## src/rtl/alu_pkg.sv

```systemverilog
// Shared ALU definitions: operation encoding for the add/sub select and
// the default datapath width.
package alu_pkg;

    localparam logic        ALU_OP_ADD = 1'b0;
    localparam logic        ALU_OP_SUB = 1'b1;
    localparam int unsigned ALU_WIDTH  = 32;

endpackage

```

## src/rtl/adder_slice.sv

```systemverilog
// Combinational W-bit ripple-carry slice built from full_adder cells.
module adder_slice #(
    parameter int unsigned W = 8
) (
    input  logic [W-1:0] a,
    input  logic [W-1:0] b,
    input  logic         ci,
    output logic [W-1:0] s,
    output logic         co
);

    // Each bit keeps its own carry net so the chain is not one self-dependent vector.
    for (genvar i = 0; i < W; i++) begin : g_bit
        logic cin;
        logic cout;
        if (i == 0) begin : g_first
            assign cin = ci;
        end else begin : g_next
            assign cin = g_bit[i-1].cout;
        end
        full_adder u_fa (
            .a  (a[i]),
            .b  (b[i]),
            .ci (cin),
            .s  (s[i]),
            .co (cout)
        );
    end

    assign co = g_bit[W-1].cout;

endmodule

```

## src/rtl/full_adder.sv

```systemverilog
// Single-bit full adder cell used to build the ripple chains.
module full_adder (
    input  logic a,
    input  logic b,
    input  logic ci,
    output logic s,
    output logic co
);

    assign s  = a ^ b ^ ci;
    assign co = (a & b) | (ci & (a ^ b));

endmodule

```

## src/rtl/pipelined_adder.sv

```systemverilog
// Pipelined ripple-carry adder/subtractor: one S-bit slice per stage, global stall.
// Define PIPELINED_ADDER_FLAGS_EN to add registered zero/neg result flags.
module pipelined_adder
    import alu_pkg::*;
#(
    parameter int unsigned WIDTH  = ALU_WIDTH,
    parameter int unsigned STAGES = 4
) (
    input  logic             clk,
    input  logic             rst,
    input  logic             in_valid,
    output logic             in_ready,
    input  logic [WIDTH-1:0] a,
    input  logic [WIDTH-1:0] b,
    input  logic             sub,
    output logic             out_valid,
    input  logic             out_ready,
    output logic [WIDTH-1:0] sum,
    output logic             co,
    output logic             overflow
`ifdef PIPELINED_ADDER_FLAGS_EN
    ,
    output logic             zero,
    output logic             neg
`endif
);

    localparam int unsigned S = WIDTH / STAGES;
    localparam int unsigned L = STAGES - 1;

    logic             v_q   [STAGES];
    logic             v_d   [STAGES];
    logic [WIDTH-1:0] a_q   [STAGES];
    logic [WIDTH-1:0] a_d   [STAGES];
    logic [WIDTH-1:0] b_q   [STAGES];
    logic [WIDTH-1:0] b_d   [STAGES];
    logic [WIDTH-1:0] s_q   [STAGES];
    logic [WIDTH-1:0] s_d   [STAGES];
    logic             c_q   [STAGES];
    logic             c_d   [STAGES];
    logic             ovf_q;
    logic             ovf_d;
`ifdef PIPELINED_ADDER_FLAGS_EN
    logic             zero_q;
    logic             zero_d;
    logic             neg_q;
    logic             neg_d;
`endif

    logic             advance;
    logic [WIDTH-1:0] b_in;
    logic             v_src  [STAGES];
    logic [WIDTH-1:0] a_src  [STAGES];
    logic [WIDTH-1:0] b_src  [STAGES];
    logic [WIDTH-1:0] s_src  [STAGES];
    logic             ci_src [STAGES];
    logic [S-1:0]     sl_sum [STAGES];
    logic             sl_co  [STAGES];

    assign b_in = (sub == ALU_OP_SUB) ? ~b : b;

    // Stage k sees either the fresh operands (k = 0) or what stage k-1 registered.
    for (genvar k = 0; k < STAGES; k++) begin : g_stage
        if (k == 0) begin : g_entry
            assign v_src[k]  = in_valid;
            assign a_src[k]  = a;
            assign b_src[k]  = b_in;
            assign s_src[k]  = '0;
            assign ci_src[k] = (sub == ALU_OP_SUB);
        end else begin : g_chain
            assign v_src[k]  = v_q[k-1];
            assign a_src[k]  = a_q[k-1];
            assign b_src[k]  = b_q[k-1];
            assign s_src[k]  = s_q[k-1];
            assign ci_src[k] = c_q[k-1];
        end

        adder_slice #(
            .W (S)
        ) u_slice (
            .a  (a_src[k][k*S +: S]),
            .b  (b_src[k][k*S +: S]),
            .ci (ci_src[k]),
            .s  (sl_sum[k]),
            .co (sl_co[k])
        );
    end

    always_comb begin
        advance = !v_q[L] || out_ready;
        for (int unsigned k = 0; k < STAGES; k++) begin
            v_d[k]            = v_src[k];
            a_d[k]            = a_src[k];
            b_d[k]            = b_src[k];
            s_d[k]            = s_src[k];
            s_d[k][k*S +: S]  = sl_sum[k];
            c_d[k]            = sl_co[k];
        end
        ovf_d = (a_src[L][WIDTH-1] == b_src[L][WIDTH-1]) &&
                (s_d[L][WIDTH-1] != a_src[L][WIDTH-1]);
`ifdef PIPELINED_ADDER_FLAGS_EN
        zero_d = (s_d[L] == '0);
        neg_d  = s_d[L][WIDTH-1];
`endif
    end

    always_ff @(posedge clk or posedge rst) begin
        if (rst) begin
            for (int unsigned k = 0; k < STAGES; k++) begin
                v_q[k] <= 1'b0;
                a_q[k] <= '0;
                b_q[k] <= '0;
                s_q[k] <= '0;
                c_q[k] <= 1'b0;
            end
            ovf_q <= 1'b0;
`ifdef PIPELINED_ADDER_FLAGS_EN
            zero_q <= 1'b0;
            neg_q  <= 1'b0;
`endif
        end else if (advance) begin
            for (int unsigned k = 0; k < STAGES; k++) begin
                v_q[k] <= v_d[k];
                a_q[k] <= a_d[k];
                b_q[k] <= b_d[k];
                s_q[k] <= s_d[k];
                c_q[k] <= c_d[k];
            end
            ovf_q <= ovf_d;
`ifdef PIPELINED_ADDER_FLAGS_EN
            zero_q <= zero_d;
            neg_q  <= neg_d;
`endif
        end
    end

    assign in_ready  = advance;
    assign out_valid = v_q[L];
    assign sum       = s_q[L];
    assign co        = c_q[L];
    assign overflow  = ovf_q;
`ifdef PIPELINED_ADDER_FLAGS_EN
    assign zero      = zero_q;
    assign neg       = neg_q;
`endif

endmodule

```

## config.mk

```make
export PLATFORM = sky130hd
export DESIGN_NAME = pipelined_adder
export DESIGN_NICKNAME = d
export VERILOG_FILES = /design/src/rtl/alu_pkg.sv /design/src/rtl/adder_slice.sv /design/src/rtl/full_adder.sv /design/src/rtl/pipelined_adder.sv
export SDC_FILE = /design/constraint.sdc
export NUM_CORES = 1
export LEC_CHECK = 0
export ABC_CLOCK_PERIOD_IN_PS = 5200
export BUFFER_PORTS_ARGS = -buffer_cell sky130_fd_sc_hd__buf_2
export CORE_ASPECT_RATIO = 0.9
export CORE_MARGIN = 3
export CORE_UTILIZATION = 45
export DETAILED_ROUTE_END_ITERATION = 12
export PLACE_DENSITY = 0.74
export SYNTH_ARGS = -nofsm -noshare
export SYNTH_HDL_FRONTEND = slang
export SYNTH_HIERARCHICAL = 1
export SYNTH_SLANG_ARGS = --single-unit
```

## constraint.sdc

```tcl
create_clock -name clk -period 5.2 [get_ports clk]
set_input_delay 0.26 -clock clk [delete_from_list [all_inputs] [get_ports clk]]
set_output_delay 0.26 -clock clk [all_outputs]
set_load 0.02 [all_outputs]
```

# Word-level counts from Yosys, hierarchy flattened
# Cells that the tools add are included.
op_classes:
  eq_ne: 2
  mux: 1
  n_bitwise: 161
  n_reduce_logical: 3
op_table:
  columns: ["op", "count"]
  rows:
  - ["bitwise AND 1 bit", 64]
  - ["XOR 1 bit", 64]
  - ["2-to-1 mux 32 bit", 1]
  - ["NOT 32 bit", 1]
  - ["OR 1 bit", 32]
  - ["== test 1 bit", 1]
  - ["logical AND 1 bit", 1]
  - ["logical NOT 1 bit", 1]
  - ["logical OR 1 bit", 1]
  - ["inequality test 1 bit", 1]
totals:
  reg_bits: 281
  input_bits: 69
  out_inout_bits: 36

# Logic depth before layout (Yosys ltp)
# Gate-level depths: netlist (run 1).
depth:
  depth_word: 19
  mapped_depth: 12

# By module
# Netlist (run 1), hierarchy kept.
by_module_without_submodules:
  columns: ["mod", "instances", "cells_each", "area_per_inst_um2", "seq_area_each_um2"]
  rows:
  - ["pipelined_adder", 1, 432, 7770.0, 4629.4]
  - ["full_adder", 32, 1, 20.0, 0.0]

# Least setup slack after synthesis (run 1)
# OpenSTA, ideal clock, no wires.
synth_timing:
  kind: "in2reg"
  startpoint: "in sub"
  endpoint: "reg s_q, in the netlist s_d[71]"
  arrival_ps: 4135
  t_required_ps: 5075
  setup_slack_ps: 940
  path_stages: 12
  n_path_buf: 2
  cell_sequence: "buf_2 -> buf_2 -> xor2_1 -> fa_1 -> fa_1 -> fa_1 -> fa_1 -> fa_1 -> fa_1 -> fa_1 -> fa_1 -> mux2_4"
synth_rtl:
  columns: ["element", "line", "source"]
  rows:
  - ["from (decl)", "pipelined_adder.sv:15", "input logic sub,"]
  - ["to (signal, indexed assignment)", "pipelined_adder.sv:126", "s_q[k] <= s_d[k];"]
  - ["to (decl)", "pipelined_adder.sv:37", "logic [WIDTH-1:0] s_q [STAGES];"]

==> out/metrics.cfg, run 1 <==
[timing]
skew_ps=9.61
setup_ws_ps=753
hold_viol=0
rsz0062_at_grt=false
max-slew-margin-rel_pct=27.3
post-route-min-period_ps=4450
final.setup.tns_ps=0
report.final.slew_viol_count=0
period_share_pct=85.5
worst_slew_pin_slew_ps=1090
setup_viol_count_final=0
max_freq_ghz=0.225

[yosys]
synthAdderAreaFrac_pct=7.62
seq_area_frac_synth_pct=55.0
yosysUniqueCellTypes=14
ys.warnings.count=6
ys_seq_elements=185
syn_avg_cell_area_sq_um=18.1
synth-compound-area-share_pct=0.0744
synth.cell_area_sq_um=8410
ys_top_cells_by_area=dfrtp_1, mux2_4, fa_1
syn_nets=565
synthXorXnorAreaFrac_pct=3.33
synth_top_family_by_area=multiplexers
syn_inst=464
synth_top_area_cell=dfrtp_1
synthSimpleGateAreaFrac_pct=0.521
muxShareOfSynthArea_pct=30.6
synth_top_cell_area_share_pct=55.0

[clocking]
clock-sinks=185
cts_buffers=17
clk_path_buf_depth=2
path_clk_slew_ps=70
htreeDepth=4
cts_root_buffer=clkbuf_16
clk_latency_ps=430
post_cts_buffers=0
tritoncts=yes
hold_buffers=0
cts_resized=0

[power_and_ir_drop]
ir_worst_vdd_mv=0.428
power_density_nw_per_um2=636
p_leak_nw=4.63

[routing]
via_count=3918
drtPass1Iterations=4
avgRoutedWirePerCell_um=16.7
drtAntennaViolNets=0
drt_first_iter_violations=186
drt-total-wl_um=13700
remaining_drc_errors=0
vias_per_cell=4.79

[grt]
grt_start_max_net_pins=186
grt_pass1_vias=4489
grt_usage_pct=14.7
overflow=0
antenna_found_initial=0
grt_first_pass_wirelength_um=23300

[cells_and_area]
drive_above_1_share_pct=56.2
antenna_cells=0
fin_util_pct=53.7
final_cells=818
multi_input_area_sq_um=3550
fin_nets=667
final_cell_mix=dfrtp_1, mux2_4, buf_2
area_growth_pct=14.6
nFillCells=1465
regArea_sq_um=4630
final_common_cell=dfrtp_1

[job]
maxCapViolCount=0

[placement]
place_ws_ps=678
place_inst=787
port_buffers=104
post-dp-hpwl_um=9150
gp_congestion=0.733

[worst_setup_path]
crit_type=reg2reg
path_max_fanout=3
worst_path_max_delay_cell=fa_1
worstPathCellList=fa_1 -> fa_1 -> fa_1 -> fa_1 -> fa_1 -> fa_1 -> fa_1 -> fa_1 -> or3b_2 -> a31oi_1
cpMostUsedCell=fa_1
reg2reg_depth=10
worst-endpoint-arrival_ps=4790
cp-end-kind=flip-flop
cp-start-kind=flip-flop
worstPathRequired_ps=5550
ff2ff_setup_slack_ps=750
max_stage_delay_ps=550

[floorplan]
pin_count=105
fp.dieH_um=136
coreArea_sq_um=18000
dieArea_sq_um=20400
die_x_um=150
rows=46
initial_core_util_pct=46.8

[hold_path]
hold_path_class=in2async

[status]
status=finished clean

==> critical path, delay by kind of cell, from the launching register on <==
| family | cells | cell delay, ps |
|---|---|---|
| fa+ha+maj | 8 | 3340 |
| compound gates | 1 | 170 |
| simple gates | 1 | 460 |
| flops | 1 | 400 |
==> report_power, final <==
group / internal [mW] / leakage [nW] / switching (mW) / total (mW)
Clock: 0.727 / 0.273 / 0.530 / 1.26
Combinational: 1.44 / 2.20 / 0.907 / 2.35
Sequential: 2.10 / 2.16 / 0.423 / 2.52
Total: 4.27 / 4.63 / 1.86 / 6.13
==> registers in the layout (all words and copies together), names as in the netlist <==
signal	count
sum	32
out_valid	1
v_d	3
s_d	48
b_d	48
c_q	3
overflow	1
co	1
a_d	48
==> worst paths after layout <==
kind / start / to
setup / recovery: a_d[24] / overflow
hold / removal: rst / sum[13]
setup reg to reg: a_d[24] / overflow
hold reg to reg: v_d[0] / out_valid
max in group asynchronous: rst / a_d[73]
min in group clk: a[25] / a_d[89]
==> logic make-up (layout without fill, tap and decap cells) <==
family                     Yosys count  count (layout)
AOI/OAI and AO/OA                    1               1
xor gates and xnor gates            32              32
adders and majority gates           32              32
buffers and inverters               26             140
DFF                                185             185
muxes                              183             183
and+or+nand+nor                      5               5
==> through the flow <==
stage / power, mW / hold WS [ps] / instance area [sq um]
floorplan: 4.36 / 408 / 8410
global route: 6.55 / 41.1 / 9640
CTS: 6.24 / 31.1 / 9640
detailed placement: 4.93 / 459 / 9060
global placement: 4.83 / 456 / 9060
finish: 6.13 / 11.6 / 9640
==> cell usage after synthesis (all sizes together) <==
library cell	instances
fa	32
xor2	32
nor3b	1
or3b	1
inv	1
nand3b	1
mux2	183
buf	25
a31oi	1
nand2b	2
dfrtp	185
==> layout make-up <==
type / count / area share (%)
repair buffers: 108 / 5.97
clock buffers: 19 / 4.70
flip-flops and latches: 185 / 48.0
well taps: 240 / 3.12
clock inverters: 12 / 1.31
multi-input cells: 253 / 36.8
inverters: 1 / 0.0779
==> routing by layer <==
metal  vias up  routed length, um  track usage [%]
met5         -                  0                0
met4         0                148             4.88
met3        13                684             4.08
met2        89               6340             22.5
met1      2023               6490             20.4
li1       1793                  -                -
(Power assumes the default switching activity.)
==> run 2: changes to the inputs <==
--- a/config.mk
+++ b/config.mk
@@ -9,9 +9,9 @@
 export BUFFER_PORTS_ARGS = -buffer_cell sky130_fd_sc_hd__buf_2
 export CORE_ASPECT_RATIO = 0.9
 export CORE_MARGIN = 3
-export CORE_UTILIZATION = 45
+export CORE_UTILIZATION = 30
 export DETAILED_ROUTE_END_ITERATION = 12
-export PLACE_DENSITY = 0.74
+export PLACE_DENSITY = 0.55
 export SYNTH_ARGS = -nofsm -noshare
 export SYNTH_HDL_FRONTEND = slang
 export SYNTH_HIERARCHICAL = 1
==> run 2 against run 1 <==
  * Clock power rose by 4%
  * Highest routed layer is now met5
  * Sequential share of layout area fell by 0.74 points
  * First-iteration DRC count rose by 17%
  * Register-to-register slack got worse by 30 ps
  * Final cell count rose by 14%
  * Routed wire length rose by 7.7%
  * Setup slack got worse by 31 ps
==> out/metrics.cfg, run 2 (same netlist as run 1, synthesis figures left out) <==
[routing]
drtPass1Iterations=4  ; unchanged
via_count=3936  ; +0.46%
drt-total-wl_um=14700  ; +7.7%
vias_per_cell=4.22  ; -12%
avgRoutedWirePerCell_um=15.8  ; -5.6%
remaining_drc_errors=0  ; unchanged
drtAntennaViolNets=0  ; unchanged
drt_first_iter_violations=217  ; +17%

[cells_and_area]
antenna_cells=0  ; unchanged
nFillCells=2610  ; +78%
fin_nets=667  ; unchanged
final_cell_mix=dfrtp_1, mux2_4, buf_2
area_growth_pct=16.4
final_common_cell=dfrtp_1
final_cells=933  ; +14%
drive_above_1_share_pct=56.1  ; -0.097 points
fin_util_pct=35.8  ; -18 points

[floorplan]
pin_count=105  ; unchanged
dieArea_sq_um=30100  ; +48%
rows=57  ; +24%
initial_core_util_pct=30.8  ; -16 points
coreArea_sq_um=27300  ; +52%
fp.dieH_um=165  ; +21%
die_x_um=182  ; +22%

[timing]
setup_viol_count_final=0  ; unchanged
post-route-min-period_ps=4480  ; +31.2 ps
max_freq_ghz=0.223  ; -0.70%
skew_ps=12.9  ; +3.28 ps
rsz0062_at_grt=false
report.final.slew_viol_count=0  ; unchanged
worst_slew_pin_slew_ps=1060  ; -31.4 ps
final.setup.tns_ps=0  ; unchanged
hold_viol=0  ; unchanged
max-slew-margin-rel_pct=29.4  ; +2.1 points
period_share_pct=86.1  ; +0.60 points
whs_ps=53.0  ; +41.4 ps

[grt]
grt_pass1_vias=4406  ; -1.8%
grt_start_max_net_pins=186  ; unchanged
grt_first_pass_wirelength_um=24900  ; +6.8%
overflow=0  ; unchanged
antenna_found_initial=3  ; +3
grt_usage_pct=10.5  ; -4.1 points

[placement]
port_buffers=104  ; unchanged
gp_congestion=0.740  ; +0.96%
post-dp-hpwl_um=9440  ; +3.1%
place_inst=901  ; +14%

[clocking]
clk_latency_ps=430  ; about the same
clk_path_buf_depth=2  ; unchanged
hold_buffers=0  ; unchanged
cts_buffers=17  ; unchanged
htreeDepth=4  ; unchanged
clock-sinks=185  ; unchanged
cts_resized=0  ; unchanged
path_clk_slew_ps=80  ; about the same
cts_root_buffer=clkbuf_16
tritoncts=yes
post_cts_buffers=0  ; unchanged

[worst_setup_path]
worst-endpoint-arrival_ps=4830  ; +40 ps
crit_type=reg2reg
path_max_fanout=3  ; unchanged
cp-start-kind=flip-flop
cp-end-kind=flip-flop
worstPathRequired_ps=5550  ; about the same

[power_and_ir_drop]
power_density_nw_per_um2=632  ; -0.62%
ir_worst_vdd_mv=0.286  ; -33%
p_leak_nw=4.64  ; +0.20%
p_total_mw=6.19  ; +0.92%

[status]
status=finished clean

[job]
maxCapViolCount=0  ; unchanged

[hold_path]
hold_path_class=in2reg

run 2: changes by cell type in the layout (fill, tap and decap cells not counted), sizes merged:
cell,before,now
inv,0,4
clkinvlp,6,4
clkinv,5,4
run 2: layout make-up:
cell class	instances	area, sq um	area share (%)
well taps	354	443	4.53
clock buffers	19	443	4.53
repair buffers	108	576	5.88
clock inverters	13	144	1.47
inverters	1	7.51	0.0767
multi-input cells	253	3550	36.2
flip-flops and latches	185	4630	47.3
run 2: worst paths after layout:
| path | start | depth (start not counted) | slack (ps) | endpoint |
|---|---|---|---|---|
| setup reg to reg | a_d[24] | 10 | 720 | overflow |
| hold / removal | a[13] | 2 | 50 | a_d[77] |
| hold reg to reg | v_d[0] | 1 | 470 | out_valid |
| max in group asynchronous | rst | 3 | 4300 | v_d[1] |
| setup / recovery | a_d[24] | 10 | 720 | overflow |
| min in group asynchronous | rst | 3 | 60 | sum[11] |
run 2: per-layer routing:
layer  wire [um]  GRT usage, %
met1        7370          15.1
met2        6170          14.8
met3         961          3.70
met5          22             0
met4         192          3.43
run 2: power by group:
group,switching (mW),internal (mW)
Sequential,0.418,2.10
Clock,0.578,0.727
Combinational,0.915,1.45
run 2: per-stage QoR:
| step | instance area, sq um | worst slack, ps |
|---|---|---|
| after detailed placement | 9200 | 674 |
| after floorplan | 8410 | 940 |
| after global routing | 9790 | 570 |
| after global placement | 9200 | 768 |
| after CTS | 9790 | 698 |
| final | 9790 | 722 |
run 2: worst max-delay path, stage by stage (launching register included):
cell and delay [ps]:
dfrtp_1 410, fa_1 440, fa_1 400, fa_1 390, fa_1 390, fa_1 390, fa_1 390, fa_1 430
fa_1 540, or3b_2 450, a31oi_1 170
